==> src/rtl/pixel_point_filter_if.sv <==
// Pixel stream handshake between producer, this stage and the downstream sink.
// The slave side is the filter stage. The master side is the surrounding environment.
interface pixel_point_filter_if #(
    parameter int PIX_W    = 8,
    parameter int CHANNELS = 1
);
    logic [CHANNELS*PIX_W-1:0] pix_in;
    logic                      valid_in;
    logic                      sof_in;
    logic                      output_ready;
    logic                      module_ready;
    logic [CHANNELS*PIX_W-1:0] pix_out;
    logic                      valid_out;
    logic                      sof_out;

    modport slave (
        input  pix_in, valid_in, sof_in, module_ready,
        output output_ready, pix_out, valid_out, sof_out
    );

    modport master (
        output pix_in, valid_in, sof_in, module_ready,
        input  output_ready, pix_out, valid_out, sof_out
    );
endinterface

==> src/rtl/pixel_point_filter.sv <==
// Per-pixel point operation stage (bypass/threshold/brightness/invert) with a
// 2-entry skid buffer, frame-aligned config and a mean frame brightness monitor.
module pixel_point_filter #(
    parameter int PIX_W          = 8,
    parameter int CHANNELS       = 1,
    parameter int LOG2_FRAME_PIX = 19
) (
    input  logic               clk,
    input  logic               reset,
    pixel_point_filter_if.slave bus,
    input  logic               filter_enable,
    input  logic [1:0]         mode,
    input  logic [7:0]         BPM_estimate,
    output logic [PIX_W-1:0]   brightness,
    output logic               brightness_valid
);
    localparam int W = CHANNELS * PIX_W;
    localparam int A = PIX_W + LOG2_FRAME_PIX + 1;
    localparam logic [PIX_W-1:0] MAX    = {PIX_W{1'b1}};
    localparam logic [PIX_W-1:0] CENTER = {1'b1, {(PIX_W-1){1'b0}}};

    logic             sh_en;
    logic [1:0]       sh_mode;
    logic [7:0]       sh_bpm;
    logic             eff_en;
    logic [1:0]       eff_mode;
    logic [7:0]       eff_bpm;
    logic [PIX_W-1:0] level;
    logic [W-1:0]     proc;

    logic             out_valid, out_sof, skid_valid, skid_sof, rdy;
    logic [W-1:0]     out_pix, skid_pix;
    logic             accept, emit, out_free, skid_next;

    logic [A-1:0]     acc;
    logic [A:0]       sum;
    logic [PIX_W:0]   mean;
    logic             have_sof;

    function automatic logic [PIX_W-1:0] point_op(
        input logic [PIX_W-1:0] p,
        input logic             en,
        input logic [1:0]       m,
        input logic [PIX_W-1:0] lvl
    );
        logic signed [PIX_W+1:0] s;
        point_op = p;
        s = $signed({2'b00, p}) + $signed({2'b00, lvl}) - $signed({2'b00, CENTER});
        if (en) begin
            case (m)
                2'd1: point_op = (p >= lvl) ? MAX : '0;
                2'd2: begin
                    if (s < 0)
                        point_op = '0;
                    else if (s > $signed({2'b00, MAX}))
                        point_op = MAX;
                    else
                        point_op = s[PIX_W-1:0];
                end
                2'd3: point_op = MAX - p;
                default: point_op = p;
            endcase
        end
    endfunction

    // A sof beat uses the config presented with it, not the stale shadow.
    assign eff_en   = bus.sof_in ? filter_enable : sh_en;
    assign eff_mode = bus.sof_in ? mode          : sh_mode;
    assign eff_bpm  = bus.sof_in ? BPM_estimate  : sh_bpm;
    // bpm * 2^PIX_W / 256 covers both the up- and down-scaling cases.
    assign level    = PIX_W'({eff_bpm, {PIX_W{1'b0}}} >> 8);

    always_comb begin
        proc = '0;
        for (int c = 0; c < CHANNELS; c++)
            proc[c*PIX_W +: PIX_W] = point_op(bus.pix_in[c*PIX_W +: PIX_W],
                                              eff_en, eff_mode, level);
    end

    assign accept    = bus.valid_in & rdy;
    assign emit      = out_valid & bus.module_ready;
    assign out_free  = ~out_valid | bus.module_ready;
    assign skid_next = out_free ? 1'b0 : (skid_valid | accept);

    always_ff @(posedge clk or negedge reset) begin
        if (!reset) begin
            sh_en      <= 1'b0;
            sh_mode    <= 2'd0;
            sh_bpm     <= 8'd0;
            out_valid  <= 1'b0;
            out_sof    <= 1'b0;
            out_pix    <= '0;
            skid_valid <= 1'b0;
            skid_sof   <= 1'b0;
            skid_pix   <= '0;
            rdy        <= 1'b0;
        end else begin
            if (accept && bus.sof_in) begin
                sh_en   <= filter_enable;
                sh_mode <= mode;
                sh_bpm  <= BPM_estimate;
            end
            if (out_free) begin
                if (skid_valid) begin
                    out_valid <= 1'b1;
                    out_pix   <= skid_pix;
                    out_sof   <= skid_sof;
                end else begin
                    out_valid <= accept;
                    if (accept) begin
                        out_pix <= proc;
                        out_sof <= bus.sof_in;
                    end
                end
            end else if (accept) begin
                skid_pix <= proc;
                skid_sof <= bus.sof_in;
            end
            skid_valid <= skid_next;
            rdy        <= ~skid_next;
        end
    end

    assign bus.output_ready = rdy;
    assign bus.pix_out      = out_pix;
    assign bus.valid_out    = out_valid;
    assign bus.sof_out      = out_sof;

    assign sum  = {1'b0, acc} + (A+1)'(out_pix[PIX_W-1:0]);
    assign mean = acc[A-1:LOG2_FRAME_PIX];

    always_ff @(posedge clk or negedge reset) begin
        if (!reset) begin
            acc              <= '0;
            have_sof         <= 1'b0;
            brightness       <= '0;
            brightness_valid <= 1'b0;
        end else begin
            brightness_valid <= 1'b0;
            if (emit) begin
                if (out_sof) begin
                    if (have_sof) begin
                        brightness       <= mean[PIX_W] ? MAX : mean[PIX_W-1:0];
                        brightness_valid <= 1'b1;
                    end
                    acc      <= A'(out_pix[PIX_W-1:0]);
                    have_sof <= 1'b1;
                end else begin
                    acc <= sum[A] ? {A{1'b1}} : sum[A-1:0];
                end
            end
        end
    end
endmodule

==> src/flat_wrapper.sv <==
// flat-port wrapper written by rule: the top's interface ports become plain ports
module pixel_point_filter_flat 
#(
    parameter int PIX_W          = 8,
    parameter int CHANNELS       = 1,
    parameter int LOG2_FRAME_PIX = 19
)
  (clk, reset, filter_enable, mode, BPM_estimate, brightness, brightness_valid, bus_pix_in, bus_valid_in, bus_sof_in, bus_module_ready, bus_output_ready, bus_pix_out, bus_valid_out, bus_sof_out);
  pixel_point_filter_if #(.PIX_W(PIX_W), .CHANNELS(CHANNELS)) bus_i ();
  input  logic clk;
  input  logic reset;
  input  logic filter_enable;
  input  logic [1:0] mode;
  input  logic [7:0] BPM_estimate;
  output logic [PIX_W-1:0] brightness;
  output logic brightness_valid;
  input wire logic [$bits(bus_i.pix_in)-1:0] bus_pix_in;
  input wire logic [$bits(bus_i.valid_in)-1:0] bus_valid_in;
  input wire logic [$bits(bus_i.sof_in)-1:0] bus_sof_in;
  input wire logic [$bits(bus_i.module_ready)-1:0] bus_module_ready;
  output wire logic [$bits(bus_i.output_ready)-1:0] bus_output_ready;
  output wire logic [$bits(bus_i.pix_out)-1:0] bus_pix_out;
  output wire logic [$bits(bus_i.valid_out)-1:0] bus_valid_out;
  output wire logic [$bits(bus_i.sof_out)-1:0] bus_sof_out;
  assign bus_i.pix_in = bus_pix_in;
  assign bus_i.valid_in = bus_valid_in;
  assign bus_i.sof_in = bus_sof_in;
  assign bus_i.module_ready = bus_module_ready;
  assign bus_output_ready = bus_i.output_ready;
  assign bus_pix_out = bus_i.pix_out;
  assign bus_valid_out = bus_i.valid_out;
  assign bus_sof_out = bus_i.sof_out;
  pixel_point_filter #(.PIX_W(PIX_W), .CHANNELS(CHANNELS), .LOG2_FRAME_PIX(LOG2_FRAME_PIX)) u_core (.clk(clk), .reset(reset), .bus(bus_i), .filter_enable(filter_enable), .mode(mode), .BPM_estimate(BPM_estimate), .brightness(brightness), .brightness_valid(brightness_valid));
endmodule
==> config.mk <==
export PLATFORM = sky130hd
export DESIGN_NAME = pixel_point_filter_flat
export DESIGN_NICKNAME = d
export VERILOG_FILES = /design/src/rtl/pixel_point_filter_if.sv /design/src/rtl/pixel_point_filter.sv /design/src/flat_wrapper.sv
export SDC_FILE = /design/constraint.sdc
export NUM_CORES = 1
export LEC_CHECK = 0
export BUFFER_PORTS_ARGS = -buffer_cell sky130_fd_sc_hd__buf_4
export CORE_MARGIN = 8
export CORE_UTILIZATION = 40
export CTS_BUF_LIST = sky130_fd_sc_hd__clkbuf_4 sky130_fd_sc_hd__clkbuf_8 sky130_fd_sc_hd__clkbuf_16
export CTS_CLUSTER_SIZE = 20
export DETAILED_ROUTE_END_ITERATION = 10
export GPL_TIMING_DRIVEN = 0
export PLACE_DENSITY = 0.68
export SETUP_SLACK_MARGIN = 0.05
export SYNTH_ARGS = -nofsm -noshare
export SYNTH_HDL_FRONTEND = slang
export SYNTH_SLANG_ARGS = --single-unit
==> constraint.sdc <==
create_clock -name clk -period 6.15 [get_ports clk]
set_input_delay 1.23 -clock clk [delete_from_list [all_inputs] [get_ports clk]]
set_output_delay 1.23 -clock clk [all_outputs]
set_load 0.02 [all_outputs]
## Word level (Yosys, flattened, before mapping)

Cells that the tools add are included.

- Register bits: 70
- Bits of input ports: 24
- Output and inout bits: 20
- Word-level logic and storage cells: 57

- Add/subtract/negate cells: 4
- $lt $le $gt $ge: 3
- Equality and inequality tests: 3
- Multiplexer cells: 20
- Bitwise gates (word level): 7
- Reductions and logical operators: 6

Operator list:

| operator | number |
|---|---|
| $mux W8 | 8 |
| $mux W28 | 2 |
| $add A28 B8 Y29 | 1 |
| $pmux W8 S3 | 1 |
| $gt A10 B9 Y1 const B | 1 |
| $lt A10 B1 Y1 const B | 1 |
| $sub A9 B8 Y10 const B | 1 |
| $add A8 B8 Y9 | 1 |
| $ge A8 B8 Y1 | 1 |
| $mux W1 | 8 |
| $sub A8 B8 Y8 const A | 1 |
| $reduce_and A2 Y1 | 3 |
| $eq A2 B2 Y1 const B | 2 |
| $not A1 Y1 | 3 |
| $reduce_and A3 Y1 | 1 |
| $and A1 B1 Y1 | 2 |
| $eq A2 B1 Y1 const B | 1 |
| $mux W2 | 1 |
| $or A1 B1 Y1 | 2 |
| $reduce_bool A2 Y1 | 1 |
| $logic_and A1 B1 Y1 | 1 |

## Logic depth before layout (Yosys ltp)

- Depth after elaboration: 10
- Mapped depth: 15
- Gate-level depth less buffers: 13

## Worst setup path before layout

No wires, ideal clock.

- Path kind: input to register
- Start point: input port bus_sof_in
- End point: register u_core.skid_pix[6]
- Library setup time: 64 ps
- Data arrival time: 4,358 ps
- Required time: 6,086 ps
- Slack: 1,728 ps
- Stages: 15
- Path buffers: 2
- Cell sequence: clkbuf_1 -> clkbuf_1 -> mux2i_1 -> ha_1 -> inv_1 -> ha_1 -> inv_1 -> fa_1 -> nor2b_1 -> o211ai_1 -> a21o_1 -> a31oi_2 -> o21ai_0 -> o2111ai_1 -> mux2_2

- Word-level cells in the longest chain between the ends: 8
- Elaborated cells on any way between the ends: 16
- Those cells by class: add/sub: 2; order compare: 3; eq/ne: 3; mux: 8

RTL lines:

| item | line | source |
|---|---|---|
| from (decl) | flat_wrapper.sv:19 | `input wire logic [$bits(bus_i.sof_in)-1:0] bus_sof_in;` |
| $mux W8 | pixel_point_filter.sv:69 | `assign eff_bpm = bus.sof_in ? BPM_estimate : sh_bpm;` |
| $add A8 B8 Y9 | pixel_point_filter.sv:48 | `s = $signed({2'b00, p}) + $signed({2'b00, lvl}) - $signed({2'b00, CENTER});` |
| $sub A9 B8 Y10 | pixel_point_filter.sv:48 |  |
| $gt A10 B9 Y1 | pixel_point_filter.sv:55 | `else if (s > $signed({2'b00, MAX}))` |
| $mux W8 | pixel_point_filter.sv:55 |  |
| $mux W8 | pixel_point_filter.sv:53 | `if (s < 0)` |
| $pmux W8 S3 | pixel_point_filter.sv:50 | `case (m)` |
| $mux W8 (*) | pixel_point_filter.sv:49 | `if (en) begin` |
| to (signal assigned) | pixel_point_filter.sv:116 | `skid_pix <= proc;` |
| to (decl) | pixel_point_filter.sv:32 | `logic [W-1:0] out_pix, skid_pix;` |

Mark *: on every way between the ends. The rest lies on a longest branch, timed or not.
A chain may end at the register's enable or synchronous reset.

## Final worst setup path

Same ends and word-level chain as after synthesis.

==> results.py <==
metrics = {
    "run_status": {
        "status": "complete, no violations",
    },
    "yosys": {
        "synth_edf_count": 0,
        "ys.flop_type": "dfrtp_1",
        "synth-seq-cells": 70,
        "yosysSeqAreaShare": 0.379,
        "synth_warnings": 0,
        "async_reset_ff_frac": 1.00,
        "syn_area_per_cell_um2": 8.71,
        "synth_fp_nets": 589,
        "synth_area_um2": 4620,
        "synthCells": 530,
        "ys_types": 58,
    },
    "detailed_routing": {
        "antenna_left": 0,
        "routed_wl_mm": 11.6,
        "vias": 4071,
        "drc": 0,
        "first_pass_iters": 6,
        "viasPerCell": 5.56,
        "drtIter0Drc": 244,
        "wl_per_cell_um": 15.8,
    },
    "critical_path": {
        "required_ns": 6.43,
        "reg2reg_setup_slack_ns": 2.84,
        "cp.arrival_ns": 5.11,
        "critPathCaptureType": "flop",
        "crit_type": "primary input to flop",
        "worstPathMaxFanout": 10,
        "start_kind": "primary input",
        "rr_startpoint": "u_core.bus.pix_out[0]",
        "startpoint": "bus_sof_in",
    },
    "power_and_ir_drop": {
        "power_mw": 1.90,
        "cellPowerDensity_nw_per_um2": 352,
        "p_leak_nw": 2.46,
        "vdd_drop_max_v": 0.000193,
    },
    "die": {
        "die_w_um": 123,
        "core_um2": 11300,
        "ioPinCount": 44,
        "die-area_um2": 15200,
        "start_util": 0.408,
        "die_y_um": 123,
        "fp-row-count": 39,
    },
    "clock_tree": {
        "clk_path_buf_depth": 2,
        "clk_latency_ns": 0.35,
        "root_buffer": "clkbuf_16",
        "cts_resized": 0,
        "h-tree-depth": 3,
        "cts_tree": "done",
        "cts_made_buffers": 9,
        "post_cts_buffers": 0,
        "postCtsHoldBufs": 0,
        "cts_sinks": 70,
        "clkTransAtPathRegs_ns": 0.06,
    },
    "placement": {
        "port_buffers": 43,
        "dpl.cell_count": 716,
        "post-place-ws_ns": 0.964,
        "hpwl_mm": 8.72,
        "gp_congestion": 0.874,
    },
    "layout": {
        "final_common_cell": "dfrtp_1",
        "post-route-util": 0.477,
        "fin_cells": 732,
        "antennaDiodeCount": 0,
        "area_growth_pct": 16.9,
        "drive_gt1_frac": 0.161,
        "nets": 643,
        "mostFrequentLayoutCells": "dfrtp_1 (70), nor2_1 (58), o21ai_0 (56), nand2_1 (50), buf_4 (43)",
    },
    "timing": {
        "layout_setup_ws_ns": 1.32,
        "min_period_over_period": 0.786,
        "drv_slew": 0,
        "max_slew_margin": 0.202,
        "final.setup.tns_ns": 0,
        "finClkSkew_ns": 0.0106,
        "finalSetupViolCount": 0,
        "timing.fmax_ghz": 0.207,
        "hold_viol_final": 0,
        "tightest_slew_ns": 1.19,
        "finalCriticalPeriod_ns": 4.83,
        "rsz0062_at_grt": "false",
    },
    "grt": {
        "grt_max_degree": 71,
        "antenna_found_initial": 0,
        "grt_pass1_vias": 4142,
        "track_usage": 0.160,
        "grt_pass1_wl_mm": 19.4,
        "grt_overflow": 0,
    },
    "run": {
        "drv_cap": 0,
    },
    "hold_path": {
        "worstHoldStart": "u_core.skid_pix[5]",
        "min_path_type": "flop to flop",
    },
}
[metal layers]
layer,track usage,wire length [um],vias to the layer above
met5,0,0,-
li1,-,-,2016
met1,0.180,4980,1945
met3,0.0466,530,18
met4,0.0609,205,0
met2,0.282,5870,92
[metrics by stage]
| step | cell area (um^2) | hold slack [ns] |
|---|---|---|
| floorplan | 4620 | 0.435 |
| finish | 5400 | 0.472 |
| CTS | 5400 | 0.475 |
| global placement | 5120 | 0.452 |
| detailed placement | 5120 | 0.457 |
| global route | 5400 | 0.486 |
[power breakdown]
group          internal [mW]  total, mW  switching (mW)
sequential             0.559      0.639          0.0795
combinational          0.330      0.769           0.439
clock                  0.280      0.496           0.216
total                   1.17       1.90           0.734
[path summary, 6_finish.rpt]
path	endpoint	cells after the start
max	u_core.skid_pix[6]	16
min	u_core.skid_pix[5]	2
max reg2reg	u_core.acc[5]	10
min reg2reg	u_core.skid_pix[5]	2
max in group asynchronous	u_core.skid_valid	1
min in group asynchronous	u_core.acc[11]	1
[worst max-delay path, cell delays in order]
cell and delay (ns):
buf_4 0.09, clkbuf_1 0.28, clkbuf_1 0.58, mux2i_1 0.36
ha_1 0.29, inv_1 0.06, ha_1 0.17, inv_1 0.06
fa_1 0.39, nor2b_1 0.21, o211ai_1 0.13, a21o_1 0.18
a31oi_2 0.42, o21ai_0 0.24, o2111ai_1 0.24, mux2_2 0.17
[flip-flops by register name, summed over array words and instances (netlist names)]
| register | flops |
|---|---|
| u_core.sh_mode | 2 |
| u_core.bus.pix_out | 8 |
| u_core.acc | 28 |
| u_core.skid_valid | 1 |
| u_core.have_sof | 1 |
| u_core.skid_pix | 8 |
| u_core.sh_bpm | 8 |
| u_core.sh_en | 1 |
| u_core.bus.output_ready | 1 |
| u_core.brightness | 8 |
| u_core.brightness_valid | 1 |
| u_core.bus.valid_out | 1 |
| u_core.skid_sof | 1 |
| u_core.bus.sof_out | 1 |
[cell type report]
cell class | count | area, um^2
Clock inverter | 6 | 47.5
Fill cell | 1102 | 5920
Inverter | 27 | 101
Sequential cell | 70 | 1750
Clock buffer | 10 | 233
Buffer | 19 | 87.6
Multi-Input combinational cell | 414 | 2680
Tap cell | 143 | 179
Timing Repair Buffer | 43 | 323
[cell families after synthesis]
logic type	after synthesis	share of synthesized area
compound gates	157	0.210
xor+xnor	13	0.0263
fa+ha+maj	35	0.0981
buf+inv	46	0.0409
flops	70	0.379
mux	21	0.0490
simple gates	188	0.197
[Yosys cell counts, types with 3 or more instances]
| library cell | n | share of area |
|---|---|---|
| and2_1 | 3 | 0.0041 |
| or3_1 | 3 | 0.0041 |
| or2_2 | 6 | 0.0081 |
| o311ai_0 | 4 | 0.0076 |
| xnor2_1 | 9 | 0.017 |
| o21a_1 | 3 | 0.0049 |
| a41oi_1 | 3 | 0.0057 |
| nor2b_1 | 7 | 0.0095 |
| and3_1 | 13 | 0.018 |
| nor3_1 | 18 | 0.020 |
| inv_1 | 27 | 0.022 |
| a311oi_1 | 3 | 0.0057 |
| dfrtp_1 | 70 | 0.38 |
| o211ai_1 | 9 | 0.015 |
| nand2_1 | 50 | 0.041 |
| o31ai_1 | 3 | 0.0049 |
| a31oi_1 | 9 | 0.012 |
| a211oi_1 | 5 | 0.0081 |
| nand2b_1 | 7 | 0.0095 |
| nor2_1 | 58 | 0.047 |
| a21o_1 | 4 | 0.0065 |
| xor2_1 | 3 | 0.0057 |
| a21oi_1 | 40 | 0.043 |
| o21ai_0 | 56 | 0.061 |
| nand3_1 | 8 | 0.0087 |
| mux2_2 | 13 | 0.032 |
| clkbuf_1 | 16 | 0.013 |
| ha_1 | 33 | 0.089 |
| and4_1 | 3 | 0.0057 |
| mux2i_1 | 8 | 0.017 |
No activity file was read; power rests on OpenSTA's default activity.
